$ cat config.mk
export PLATFORM = sky130hd
export DESIGN_NAME = cmd_sched_flat
export DESIGN_NICKNAME = d
export VERILOG_FILES = /design/src/rtl/cmd_sched_pkg.sv /design/src/rtl/cmd_sched_if.sv /design/src/rtl/cmd_sched_fifo.sv /design/src/rtl/cmd_sched.sv /design/src/flat_wrapper.sv
export SDC_FILE = /design/constraint.sdc
export NUM_CORES = 1
export LEC_CHECK = 0
export ABC_AREA = 1
export CORE_ASPECT_RATIO = 1.2
export CORE_MARGIN = 2
export CORE_UTILIZATION = 62
export DETAILED_ROUTE_END_ITERATION = 12
export PLACE_DENSITY = 0.95
export SLEW_MARGIN = 20
export SYNTH_ARGS = -nofsm -noshare
export SYNTH_HDL_FRONTEND = slang
export SYNTH_HIERARCHICAL = 1
export SYNTH_SLANG_ARGS = --single-unit
$ cat constraint.sdc
create_clock -name clock -period 5.1 [get_ports clock]
set_input_delay 0.765 -clock clock [delete_from_list [all_inputs] [get_ports clock]]
set_output_delay 0.765 -clock clock [all_outputs]
set_load 0.05 [all_outputs]
$ cat src/rtl/cmd_sched_pkg.sv
// Shared definitions for the keypad command scheduler: calculator status
// codes, command codes (CMD_NOP = 4'b1101) and the scheduler state enum.
// Package name: calc_pkg.
package calc_pkg;

  // Calculator status codes
  localparam logic [1:0] STAT_ERROR = 2'b00;
  localparam logic [1:0] STAT_BUSY  = 2'b01;
  localparam logic [1:0] STAT_READY = 2'b10;

  // Keypad / calculator command codes (digits are 4'd0..4'd9)
  localparam logic [3:0] CMD_ADD  = 4'b1010;
  localparam logic [3:0] CMD_SUB  = 4'b1011;
  localparam logic [3:0] CMD_MUL  = 4'b1100;
  localparam logic [3:0] CMD_NOP  = 4'b1101;
  localparam logic [3:0] CMD_EQ   = 4'b1110;
  localparam logic [3:0] CMD_BKSP = 4'b1111;

  // Scheduler FSM states
  typedef enum logic [1:0] {
    IDLE       = 2'b00,
    ISSUE      = 2'b01,
    WAIT_READY = 2'b10,
    ERROR      = 2'b11
  } sched_state_e;

  // True for the arithmetic operator codes add/sub/mul
  function automatic logic is_operator(input logic [3:0] code);
    return (code >= CMD_ADD) && (code <= CMD_MUL);
  endfunction

endpackage

$ cat src/rtl/cmd_sched_if.sv
// Keypad-side and calculator-side signals of the command scheduler.
// master: the environment (keypad + calculator); slave: cmd_sched.
interface cmd_sched_if #(
  parameter int DEPTH = 8
) ();

  logic                     key_valid;
  logic [3:0]               key_code;
  logic                     key_ready;
  logic [1:0]               calc_status;
  logic [3:0]               calc_cmd;
  logic [$clog2(DEPTH):0]   level;
  logic                     err;

  modport master (
    output key_valid, key_code, calc_status,
    input  key_ready, calc_cmd, level, err
  );

  modport slave (
    input  key_valid, key_code, calc_status,
    output key_ready, calc_cmd, level, err
  );

endinterface

$ cat src/rtl/cmd_sched_fifo.sv
// cmd_fifo: DEPTH-entry first-in first-out buffer of 4-bit keypad codes.
// Head entry is visible combinationally; push when full and pop when empty
// are ignored; flush empties the buffer and overrides push/pop.
module cmd_fifo #(
  parameter int DEPTH = 8
) (
  input  logic                       clock,
  input  logic                       reset,
  input  logic                       i_push,
  input  logic [3:0]                 i_data,
  input  logic                       i_pop,
  input  logic                       i_flush,
  output logic [3:0]                 o_head,
  output logic [$clog2(DEPTH):0]     o_level,
  output logic                       o_full,
  output logic                       o_empty
);

  localparam int AW = $clog2(DEPTH);
  localparam int LW = AW + 1;
  localparam logic [LW-1:0] FULL_LVL = LW'(DEPTH);

  logic [3:0]    r_mem [DEPTH];
  logic [AW-1:0] r_wr_ptr;
  logic [AW-1:0] r_rd_ptr;
  logic [LW-1:0] r_level;

  logic w_do_push;
  logic w_do_pop;

  assign o_full    = (r_level == FULL_LVL);
  assign o_empty   = (r_level == '0);
  assign o_head    = r_mem[r_rd_ptr];
  assign o_level   = r_level;
  assign w_do_push = i_push && !o_full;
  assign w_do_pop  = i_pop  && !o_empty;

  // Pointer and occupancy tracking; pointers wrap naturally (DEPTH is 2^AW)
  always_ff @(posedge clock) begin
    if (!reset || i_flush) begin
      r_wr_ptr <= '0;
      r_rd_ptr <= '0;
      r_level  <= '0;
    end else begin
      if (w_do_push) r_wr_ptr <= r_wr_ptr + 1'b1;
      if (w_do_pop)  r_rd_ptr <= r_rd_ptr + 1'b1;
      case ({w_do_push, w_do_pop})
        2'b10:   r_level <= r_level + LW'(1);
        2'b01:   r_level <= r_level - LW'(1);
        default: r_level <= r_level;
      endcase
    end
  end

  // Storage write; contents need no reset since occupancy gates every read
  always_ff @(posedge clock) begin
    if (w_do_push) r_mem[r_wr_ptr] <= i_data;
  end

endmodule

$ cat src/rtl/cmd_sched.sv
// cmd_sched: buffers keypad codes in a FIFO and issues them one at a time
// to a calculator, handshaking on its ready/busy/error status.
// Optional feature macro: CMD_SCHED_FILTER_EN -- drops NOP codes and
// repeated operator codes before they reach the FIFO.
module cmd_sched
  import calc_pkg::*;
#(
  parameter int DEPTH    = 8,
  parameter int HOLD_MAX = 16
) (
  input  logic       clock,
  input  logic       reset,
  cmd_sched_if.slave bus
);

  localparam int LW = $clog2(DEPTH) + 1;
  localparam int HW = $clog2(HOLD_MAX + 1);
  localparam logic [HW-1:0] HOLD_LAST = HW'(HOLD_MAX - 1);

  sched_state_e  r_state;
  logic [3:0]    r_cmd;
  logic          r_err;
  logic [HW-1:0] r_hold_cnt;

  logic          w_full;
  logic          w_empty;
  logic [3:0]    w_head;
  logic [LW-1:0] w_level;
  logic          w_key_ready;
  logic          w_accept;
  logic          w_push;
  logic          w_pop;
  logic          w_flush;
  logic          w_stat_err;
  logic          w_stat_busy;
  logic          w_stat_ready;

  assign w_stat_err   = (bus.calc_status == STAT_ERROR);
  assign w_stat_busy  = (bus.calc_status == STAT_BUSY);
  assign w_stat_ready = (bus.calc_status == STAT_READY);

  // The keypad sees back-pressure when full or once the calculator has failed
  assign w_key_ready = !w_full && (r_state != ERROR);
  assign w_accept    = bus.key_valid && w_key_ready;

  // Only IDLE pops, and only into a ready calculator
  assign w_pop   = (r_state == IDLE) && !w_empty && w_stat_ready;
  // Flush on the same edge that enters ERROR so level reads 0 immediately
  assign w_flush = (r_state == ERROR) || w_stat_err;

`ifdef CMD_SCHED_FILTER_EN
  logic [3:0] r_last_code;
  logic       r_last_vld;
  logic       w_drop;

  // A handshake still completes for dropped codes; only the FIFO write is skipped
  always_comb begin
    w_drop = (bus.key_code == CMD_NOP) ||
             (is_operator(bus.key_code) && r_last_vld && (bus.key_code == r_last_code));
  end

  // Remember the most recently accepted code for repeat detection
  always_ff @(posedge clock) begin
    if (!reset) begin
      r_last_vld <= 1'b0;
    end else if (w_accept) begin
      r_last_vld <= 1'b1;
    end
    if (w_accept) r_last_code <= bus.key_code;
  end

  assign w_push = w_accept && !w_drop;
`else
  assign w_push = w_accept;
`endif

  cmd_fifo #(
    .DEPTH (DEPTH)
  ) u_fifo (
    .clock   (clock),
    .reset   (reset),
    .i_push  (w_push),
    .i_data  (bus.key_code),
    .i_pop   (w_pop),
    .i_flush (w_flush),
    .o_head  (w_head),
    .o_level (w_level),
    .o_full  (w_full),
    .o_empty (w_empty)
  );

  // Scheduler FSM: error has priority in every state and is left only by reset
  always_ff @(posedge clock) begin
    if (!reset) begin
      r_state    <= IDLE;
      r_cmd      <= CMD_NOP;
      r_err      <= 1'b0;
      r_hold_cnt <= '0;
    end else if (w_stat_err || (r_state == ERROR)) begin
      r_state    <= ERROR;
      r_cmd      <= CMD_NOP;
      r_err      <= 1'b1;
      r_hold_cnt <= '0;
    end else begin
      unique case (r_state)
        IDLE: begin
          if (w_pop) begin
            r_cmd      <= w_head;
            r_hold_cnt <= '0;
            r_state    <= ISSUE;
          end
        end
        ISSUE: begin
          // Command stays on calc_cmd for at most HOLD_MAX cycles
          if (w_stat_busy || (r_hold_cnt == HOLD_LAST)) begin
            r_cmd      <= CMD_NOP;
            r_hold_cnt <= '0;
            r_state    <= WAIT_READY;
          end else begin
            r_hold_cnt <= r_hold_cnt + 1'b1;
          end
        end
        WAIT_READY: begin
          if (w_stat_ready) r_state <= IDLE;
        end
        default: begin
          r_state <= IDLE;
          r_cmd   <= CMD_NOP;
        end
      endcase
    end
  end

  assign bus.key_ready = w_key_ready;
  assign bus.calc_cmd  = r_cmd;
  assign bus.level     = w_level;
  assign bus.err       = r_err;

endmodule
$ cat src/flat_wrapper.sv
// flat-port wrapper written by rule: the top's interface ports become plain ports
module cmd_sched_flat import calc_pkg::*;
#(
  parameter int DEPTH    = 8,
  parameter int HOLD_MAX = 16
)
  (clock, reset, bus_key_valid, bus_key_code, bus_calc_status, bus_key_ready, bus_calc_cmd, bus_level, bus_err);
  cmd_sched_if #(.DEPTH(DEPTH)) bus_i ();
  input  logic clock;
  input  logic reset;
  input wire logic [$bits(bus_i.key_valid)-1:0] bus_key_valid;
  input wire logic [$bits(bus_i.key_code)-1:0] bus_key_code;
  input wire logic [$bits(bus_i.calc_status)-1:0] bus_calc_status;
  output wire logic [$bits(bus_i.key_ready)-1:0] bus_key_ready;
  output wire logic [$bits(bus_i.calc_cmd)-1:0] bus_calc_cmd;
  output wire logic [$bits(bus_i.level)-1:0] bus_level;
  output wire logic [$bits(bus_i.err)-1:0] bus_err;
  assign bus_i.key_valid = bus_key_valid;
  assign bus_i.key_code = bus_key_code;
  assign bus_i.calc_status = bus_calc_status;
  assign bus_key_ready = bus_i.key_ready;
  assign bus_calc_cmd = bus_i.calc_cmd;
  assign bus_level = bus_i.level;
  assign bus_err = bus_i.err;
  cmd_sched #(.DEPTH(DEPTH), .HOLD_MAX(HOLD_MAX)) u_core (.clock(clock), .reset(reset), .bus(bus_i));
endmodule
# Word-level counts from Yosys, hierarchy flattened
# Memories as Yosys holds them, arrays and structs flattened. A register that Yosys moved wholly into a read port is not among the register bits.
# Cells that the tools add are included.
[word_totals]
register_bits = 22
latchBits = 0
ramBits = 32
romBits = 0
elab_cells = 67
n_memories = 1
[memory_table]
columns = ["name", "words", "width", "rd", "rd_ports_with_merged_regs", "write_ports", "line", "source"]
rows = [
  ["u_core.u_fifo.r_mem", 8, 4, 1, 1, 1, "cmd_sched_fifo.sv:23", "logic [3:0] r_mem [DEPTH];"],
]
[classes]
add_sub_neg = 5
multipliers = 0
n_div = 0
n_lt_le_gt_ge = 0
eq_ne = 15
shift = 0
n_mux = 16
bitwise_logic = 2
n_reduce_logical = 21
[ops]
columns = ["operator", "count"]
rows = [
  ["$pmux W4 S3", 1],
  ["$mux W5", 2],
  ["$pmux W5 S2", 1],
  ["$eq A2 B2 Y1 const B", 4],
  ["$mux W2", 4],
  ["$mux W4", 2],
  ["$pmux W4 S2", 1],
  ["$add A3 B1 Y3 const B", 2],
  ["$eq A2 B1 Y1 const B", 3],
  ["$logic_and A1 B1 Y1", 6],
  ["$mux W3", 2],
  ["$ne A3 B2 Y1 const B", 2],
  ["$pmux W2 S3", 1],
  ["$reduce_and A3 Y1", 2],
  ["$add A5 B1 Y5 const B", 1],
  ["$eq A5 B4 Y1 const B", 1],
  ["$add A4 B1 Y4 const B", 1],
  ["$eq A4 B4 Y1 const B", 1],
  ["$logic_not A2 Y1", 2],
  ["$logic_not A4 Y1", 1],
  ["$ne A2 B2 Y1 const B", 2],
  ["$reduce_bool A2 Y1", 2],
  ["$sub A4 B1 Y4 const B", 1],
  ["$logic_not A1 Y1", 3],
  ["7 further kinds", 11],
]

# Logic depth before layout (Yosys ltp)
# Gate-level depths: netlist (run 1).
[logic_depth]
ltp_word = 7
mapped_depth = 18
ltp_nobuf = 18

# By module
# The synthesis (run 1) kept the hierarchy.
[modules_own_cells]
columns = ["mod", "n_inst", "cells_each", "area_each_um2", "seq_area_each_um2"]
rows = [
  ["cmd_fifo", 1, 189, 1966.9, 1221.2],
  ["cmd_sched", 1, 96, 656.9, 240.2],
]

# Worst setup path before layout (run 1)
# OpenSTA, ideal clock, no wires.
[synth_path]
path_type = "register to register"
startpoint = "reg u_core.u_fifo.r_level[2], in the netlist u_core/u_fifo/o_level[2]"
endpoint = "reg u_core.u_fifo.r_level[2], in the netlist u_core/u_fifo/o_level[2]"
t_arrival_ns = 2.414
required_time_ns = 4.985
slack_ns = 2.570
path_stages_with_launch = 18
n_path_buf = 0
period_less_slack_ns = 2.530
cell_sequence = "dfxtp_1 > inv_1 > nand3_2 > inv_1 > inv_1 > nand3_1 > nor2_2 > nand2_4 > inv_1 > ha_1 > nand2_1 > inv_1 > nor2_2 > ha_1 > a21oi_1 > xnor2_1 > o21ai_0 > inv_1"
[synth_between]
elab_chain_len = 7
elab_cells_between_ends = 16
[synth_rtl]
columns = ["element", "line", "source"]
rows = [
  ["start, declared", "cmd_sched_fifo.sv:26", "logic [LW-1:0] r_level;"],
  ["start signal, assigned", "cmd_sched_fifo.sv:48", "2'b10: r_level <= r_level + LW'(1);"],
  ["start signal, assigned", "cmd_sched_fifo.sv:49", "2'b01: r_level <= r_level - LW'(1);"],
  ["start signal, assigned", "cmd_sched_fifo.sv:50", "default: r_level <= r_level;"],
  ["$logic_not A4 Y1 (*)", "cmd_sched_fifo.sv:32", "assign o_empty = (r_level == '0);"],
  ["via u_core.w_empty", "cmd_sched.sv:26", "logic w_empty;"],
  ["$logic_not A1 Y1 (*)", "cmd_sched.sv:47", "assign w_pop = (r_state == IDLE) && !w_empty && w_stat_ready;"],
  ["$logic_and A1 B1 Y1 (*) (2 in series)", "cmd_sched.sv:47", ""],
  ["via u_core.w_pop", "cmd_sched.sv:32", "logic w_pop;"],
  ["$logic_and A1 B1 Y1 (*)", "cmd_sched_fifo.sv:36", "assign w_do_pop = i_pop && !o_empty;"],
  ["via u_core.u_fifo.w_do_pop", "cmd_sched_fifo.sv:29", "logic w_do_pop;"],
  ["$eq A2 B1 Y1 / $eq A2 B2 Y1 (equally long branches)", "cmd_sched_fifo.sv:47", "case ({w_do_push, w_do_pop})"],
  ["$pmux W4 S2 / $reduce_bool A2 Y1 (equally long branches)", "--", ""],
]
# Mark *: on every way through the listed nets, which the timed path passes. The rest lies on a longest branch.
# A chain may end at the register's enable or synchronous reset.

# Worst setup path after layout (run 1)
[layout_path]
startpoint = "reg u_core.u_fifo.r_level[2], in the netlist u_core/u_fifo/o_level[2]"
endpoint = "out bus_key_ready"
[layout_between]
elab_chain_len = 3
[layout_rtl]
columns = ["element", "line", "source"]
rows = [
  ["$eq A4 B4 Y1", "cmd_sched_fifo.sv:31", "assign o_full = (r_level == FULL_LVL);"],
  ["via u_core.w_full", "cmd_sched.sv:25", "logic w_full;"],
  ["$logic_not A1 Y1", "cmd_sched.sv:43", "assign w_key_ready = !w_full && (r_state != ERROR);"],
  ["$logic_and A1 B1 Y1", "cmd_sched.sv:43", ""],
  ["end, declared", "flat_wrapper.sv:14", "output wire logic [$bits(bus_i.key_ready)-1:0] bus_key_ready;"],
]
# The timed path passes the listed nets, and every way through them passes these cells.

==> flow_metrics.tcl, run 1 <==
set metrics [dict create \
    outcome "complete, no violations" \
    total_leakage_power_nw 1.23 \
    cts-resized-gates 0 \
    port-buffer-count 18 \
    cts_buffer_depth 2 \
    vias 1975 \
    drtPass1Iterations 4 \
    die_h_um 75.3 \
    n_fill_cell 271 \
    dieArea_sq_um 4770 \
    via_per_inst 5.37 \
    p_total_mw 1.12 \
    fin_util_pct 75.6 \
    start_util_pct 65.5 \
    clock-sinks 57 \
    grt_pass1_wl_um 8390 \
    cts.htree.levels 3 \
    hpwl_um 3520 \
    worst-setup-path-type "reg -> out" \
    die_w_um 63.4 \
    p_sw_uw 306 \
    setup_tns_ps 0 \
    area_delta_synth_final_pct 15.4 \
    drt_iter0_drc 112 \
    grt_max_degree 18 \
    tightestPinTransition_ps 669 \
    antenna_found_initial 0 \
    end_kind "primary output" \
    syn_avg_cell_area_sq_um 9.21 \
    dpl-instance-area_sq_um 2830 \
    cts_hold_buf 0 \
    diodes 0 \
    yosys-top-cells-area "edfxtp_1 (37%), dfxtp_1 (19%), nand2_1 (7.3%)" \
    p_sw_share_pct 27.2 \
    grt.total_usage_pct 23.7 \
    grt_overflow_total 0 \
    worst_hold_slack_ps 468 \
    drc 0 \
    ys_seq_area_share_pct 55.7 \
    relSlewSlack_pct 55.3 \
    nets 325 \
    cts_setup_buffers 0 \
    cts_buffers 9 \
    postRouteAntennaNets 0 \
    holdCritPathClass "reg -> reg" \
    synth-seq-cells 57 \
    post-route-period-util_pct 52.6 \
    hold_viol 0 \
    setup_viol 0 \
    worst_ep_required_time_ps 4340 \
    vdd_drop_max_v 0.000306 \
    rows 25 \
    drt-wirelength-per-cell_um 14.2 \
    syn_area_sq_um 2620 \
    drive_above_1_share_pct 9.24 \
    grt_pass1_vias 1933 \
    cp_max_fo 4 \
    fin_area_sq_um 3030 \
    skew_ps 4.34 \
    slew_viol_final 0 \
    clkPwrFrac_pct 36.3 \
    p_per_area_nw_per_um2 371 \
    clock-root-buffer "clkbuf_8" \
    rsz0062_at_grt "false" \
    synth_warnings 6 \
    clkTransAtPathRegs_ps 60 \
    power_frac_seq_pct 46.7 \
    fmax_mhz 373 \
    cts_tree "done" \
    netlist_instances 285 \
    critPathArrivalTime_ps 1920 \
    cap_violations 0 \
    synth_nets 301 \
    place.gp.congestion 0.820 \
    core_area_sq_um 4000 \
    yosysTopAreaCellShare_pct 36.6 \
    internal_power_uw 818 \
    drt_wl_total_um 5220 \
    synth_cell_types 33 \
    clkLatencyLatePin_ps 320 \
    fin_crit_ps 2680 \
    p_comb_share_pct 17.0 \
    synth_largest_area_cell "edfxtp_1" \
    cp-start-kind "register" \
    ios 19 \
]
-- path summary, 6_finish.rpt --
| path | startpoint | to | slack (ps) | cells after the start |
|---|---|---|---|---|
| max | u_core/u_fifo/o_level[2]$_SDFFE_PP0P_ | bus_key_ready | 2420 | 5 |
| min reg2reg | u_core/bus.calc_cmd[2]$_SDFFE_PP1P_ | u_core/bus.calc_cmd[2]$_SDFFE_PP1P_ | 470 | 2 |
| max reg2reg | u_core/u_fifo/o_level[2]$_SDFFE_PP0P_ | u_core/u_fifo/o_level[2]$_SDFFE_PP0P_ | 2720 | 17 |
| min | u_core/bus.calc_cmd[2]$_SDFFE_PP1P_ | u_core/bus.calc_cmd[2]$_SDFFE_PP1P_ | 470 | 2 |
-- power groups by stage --
stage	sequential, mW	clock, mW	combinational (mW)
floorplan	0.561	0	0.105
global placement	0.533	0	0.181
detailed placement	0.535	0	0.186
CTS	0.525	0.415	0.190
global route	0.527	0.433	0.209
finish	0.525	0.409	0.191
-- layout make-up --
| type | count | area (sq um) | share of cell area (%) |
|---|---|---|---|
| clock buffers | 12 | 155 | 5.12 |
| multi-input cells | 181 | 963 | 31.8 |
| clock inverters | 4 | 42.5 | 1.40 |
| well taps | 54 | 67.6 | 2.23 |
| flip-flops and latches | 57 | 1460 | 48.3 |
| inverters | 42 | 158 | 5.21 |
| repair buffers | 18 | 180 | 5.95 |
-- through the flow --
step                      setup slack (ps)  instances
after floorplan                       2570        285
after global placement                2230        352
after global routing                  2180        368
after detailed placement              2160        352
after CTS                             2400        368
final                                 2420        368
-- Yosys cell counts --
library cell	instances
nand2_1	51
inv_1	39
nor2_1	36
edfxtp_1	32
dfxtp_1	25
o21ai_0	23
a21oi_1	15
nand3_1	11
ha_1	7
nor2_2	5
mux2i_1	4
nand4_1	4
o22ai_1	4
nand3_2	3
buf_4	2
buf_6	2
inv_2	2
nor3_1	2
nor3b_1	2
xnor2_1	2
xor2_1	2
a211oi_1	1
clkbuf_1	1
clkinv_1	1
nand2_2	1
nand2_4	1
nand3_4	1
nor2_4	1
nor3b_2	1
o21ai_1	1
o21ai_2	1
or2_0	1
or2_1	1
-- worst max-delay path: stages, from the launching register on --
cell,delay [ps]
dfxtp_1,370
inv_1,120
nand3_2,120
inv_1,60
nor2_1,110
clkdlybuf4s50_1,810
-- sequential cells by signal (all words and copies together) (netlist names), named ones only --
register and cells:
u_core/bus.calc_cmd 4, u_core/bus.err 1, u_core/r_hold_cnt 5, u_core/r_state 2, u_core/u_fifo/o_level 4, u_core/u_fifo/r_mem 32, u_core/u_fifo/r_rd_ptr 3, u_core/u_fifo/r_wr_ptr 3
-- logic make-up after synthesis --
| group | share of synthesized area [%] |
|---|---|
| flip-flops | 55.7 |
| AND/OR/NAND/NOR | 21.5 |
| AO/OA/AOI/OAI | 9.01 |
| multiplexers | 1.53 |
| buffers and inverters | 7.58 |
| XOR/XNOR | 1.34 |
| adder cells (fa/ha/maj) | 3.34 |
-- per-layer routing --
| layer | wire [um] | up-vias | part of all wire (%) | track usage [%] |
|---|---|---|---|---|
| met5 | 0 | - | 0 | 0 |
| met4 | 47 | 0 | 0.90 | 11.4 |
| met3 | 291 | 4 | 5.6 | 6.73 |
| met2 | 2880 | 66 | 55 | 43.9 |
| met1 | 2000 | 920 | 38 | 25.3 |
| li1 | - | 985 | - | - |
-- placed cells by master, fill, tap and decap left out, types with 2 or more instances in the layout --
master and count:
nor3_1 2, nor2_1 36, clkdlybuf4s50_1 18, a21oi_1 15
xor2_1 2, xnor2_1 2, o21ai_0 23, nor3b_1 2
nand4_1 4, nand3_2 3, clkinv_1 3, mux2i_1 4
nand3_1 11, o22ai_1 4, edfxtp_1 32, inv_1 39
ha_1 7, dfxtp_1 25, inv_2 2, nor2_2 5
clkbuf_8 11, nand2_1 51
(Power assumes the default switching activity.)
==> inputs of run 2 (changes only) <==
- CORE_UTILIZATION: 62 -> 58
- PLACE_DENSITY: 0.95 -> 0.9
- clock period: 5.1 -> 2.7 ns (I/O delays scaled with it)
==> flow_metrics.tcl, run 2 (synthesis gave the netlist of run 1 again) <==
set metrics [dict create \
    layout_commonest_cell "nand2_1" \
    fmax_mhz 407 \
    rows 26 \
    cp_slowest_cell "dfxtp_1" \
    postRouteAntennaNets 0 \
    clock-root-buffer "clkbuf_8" \
    skew_ps 6.63 \
    start_util_pct 61.1 \
    drt_iter0_drc 208 \
    grt_pass1_vias 1961 \
    grt.total_usage_pct 23.3 \
    cts_buffers 9 \
    worst_hold_slack_ps 469 \
    top_regs "u_core/u_fifo/r_mem: 32 flops, u_core/r_hold_cnt: 5 flops" \
    setup_viol 0 \
    drc 0 \
    outcome "complete, no violations" \
    clock-sinks 57 \
    cp_max_fo 6 \
    critPathArrivalTime_ps 2690 \
    die_h_um 77.7 \
    grt_overflow_total 0 \
    cp_common_cell "inv_1" \
    worst-setup-path-type "reg -> reg" \
    setup_tns_ps 0 \
    vias 2045 \
    drt-wirelength-per-cell_um 14.3 \
    cp-start-kind "register" \
    tightestPinTransition_ps 526 \
    cts_tree "done" \
    hpwl_um 3600 \
    post-route-period-util_pct 91.0 \
    rsz0062_at_grt "false" \
    via_per_inst 5.51 \
    holdCritPathClass "reg -> reg" \
    port-buffer-count 18 \
    cts_setup_buffers 0 \
    p_per_area_nw_per_um2 751 \
    worstPathCellList "inv_1 > nand3_2 > inv_1 > inv_1 > nand3_1 > nor2_2 > nand2_4 > inv_1 > ha_1 > nand2_1 > inv_1 > nor2_2 > ha_1 > a21oi_1 > xnor2_1 > o21ai_0 > inv_1" \
    clkTransAtPathRegs_ps 60 \
    dieArea_sq_um 5080 \
    hold_viol 0 \
    cts_buffer_depth 2 \
    cts-resized-gates 0 \
    clkLatencyLatePin_ps 330 \
    diodes 0 \
    grt_pass1_wl_um 8690 \
    slew_viol_final 0 \
    relSlewSlack_pct 64.9 \
    area_delta_synth_final_pct 17.5 \
    vdd_drop_max_v 0.000493 \
    final_cell_mix "nand2_1 (51), inv_1 (39), nor2_1 (36)" \
    drive_above_1_share_pct 10.5 \
    core_area_sq_um 4290 \
    cts_hold_buf 0 \
    fin_crit_ps 2460 \
    total_leakage_power_nw 1.26 \
    die_w_um 65.4 \
    largest_reg_flops 32 \
    cts.htree.levels 3 \
    worst_ep_required_time_ps 2930 \
    p_total_mw 2.31 \
    cap_violations 0 \
    place.gp.congestion 0.780 \
    drt_wl_total_um 5320 \
    antenna_found_initial 0 \
    ios 19 \
    grt_max_degree 17 \
    top_register "u_core/u_fifo/r_mem" \
    critPathMaxStageDelay_ps 380 \
    end_kind "register" \
    nets 326 \
    drtPass1Iterations 4 \
]
run 2: cell types whose count changed in the layout (fill, tap and decap cells not counted):
cell	change
bufinv_16	+2
clkbuf_8	-1
buf_4	+1
clkinv_1	-2
clkbuf_1	-1
clkinv_2	+2
run 2: worst paths after layout:
check	startpoint	endpoint	slack, ps	depth (start not counted)
max	u_core/u_fifo/o_level[2]$_SDFFE_PP0P_	u_core/u_fifo/o_level[2]$_SDFFE_PP0P_	240	17
min reg2reg	u_core/bus.calc_cmd[0]$_SDFFE_PP1P_	u_core/bus.calc_cmd[0]$_SDFFE_PP1P_	470	2
max reg2reg	u_core/u_fifo/o_level[2]$_SDFFE_PP0P_	u_core/u_fifo/o_level[2]$_SDFFE_PP0P_	240	17
min	u_core/bus.calc_cmd[0]$_SDFFE_PP1P_	u_core/bus.calc_cmd[0]$_SDFFE_PP1P_	470	2
run 2: final cells by class:
| class | count | area [sq um] |
|---|---|---|
| Inverter | 42 | 158 |
| Sequential cell | 57 | 1460 |
| Multi-Input combinational cell | 181 | 963 |
| Timing Repair Buffer | 19 | 188 |
| Clock buffer | 10 | 138 |
| Tap cell | 56 | 70.1 |
| Fill cell | 298 | 1210 |
| Clock inverter | 6 | 105 |
run 2: worst max-delay path: cells and delay by family, from the launching register on:
family          cells  cell delay (ps)
buf+inv             6              510
compound gates      2              310
fa+ha+maj           2              390
xor+xnor            1               90
flops               1              380
simple gates        6              680
run 2: through the flow:
stage,utilization (%),std cells,setup slack [ps],instance area (sq um)
CTS,71.8,371,281,3080
floorplan,-,285,170,2620
global route,71.8,371,8.22,3080
detailed placement,66.1,355,61.0,2840
global placement,66.1,355,192,2840
finish,71.8,371,242,3080
run 2: metal layers:
layer  GRT usage [%]  vias to the layer above  part of all wire [%]
met3            7.83                       24                   4.9
met5               0                        -                     0
met4            13.1                        0                   4.4
li1                -                      996                     -
met2            38.2                       67                    49
met1            26.2                      958                    41
run 2: where the power goes:
group          switching [mW]  internal [mW]  total (mW)
combinational           0.242          0.118       0.360
clock                   0.331          0.633       0.964
sequential             0.0316          0.960       0.991
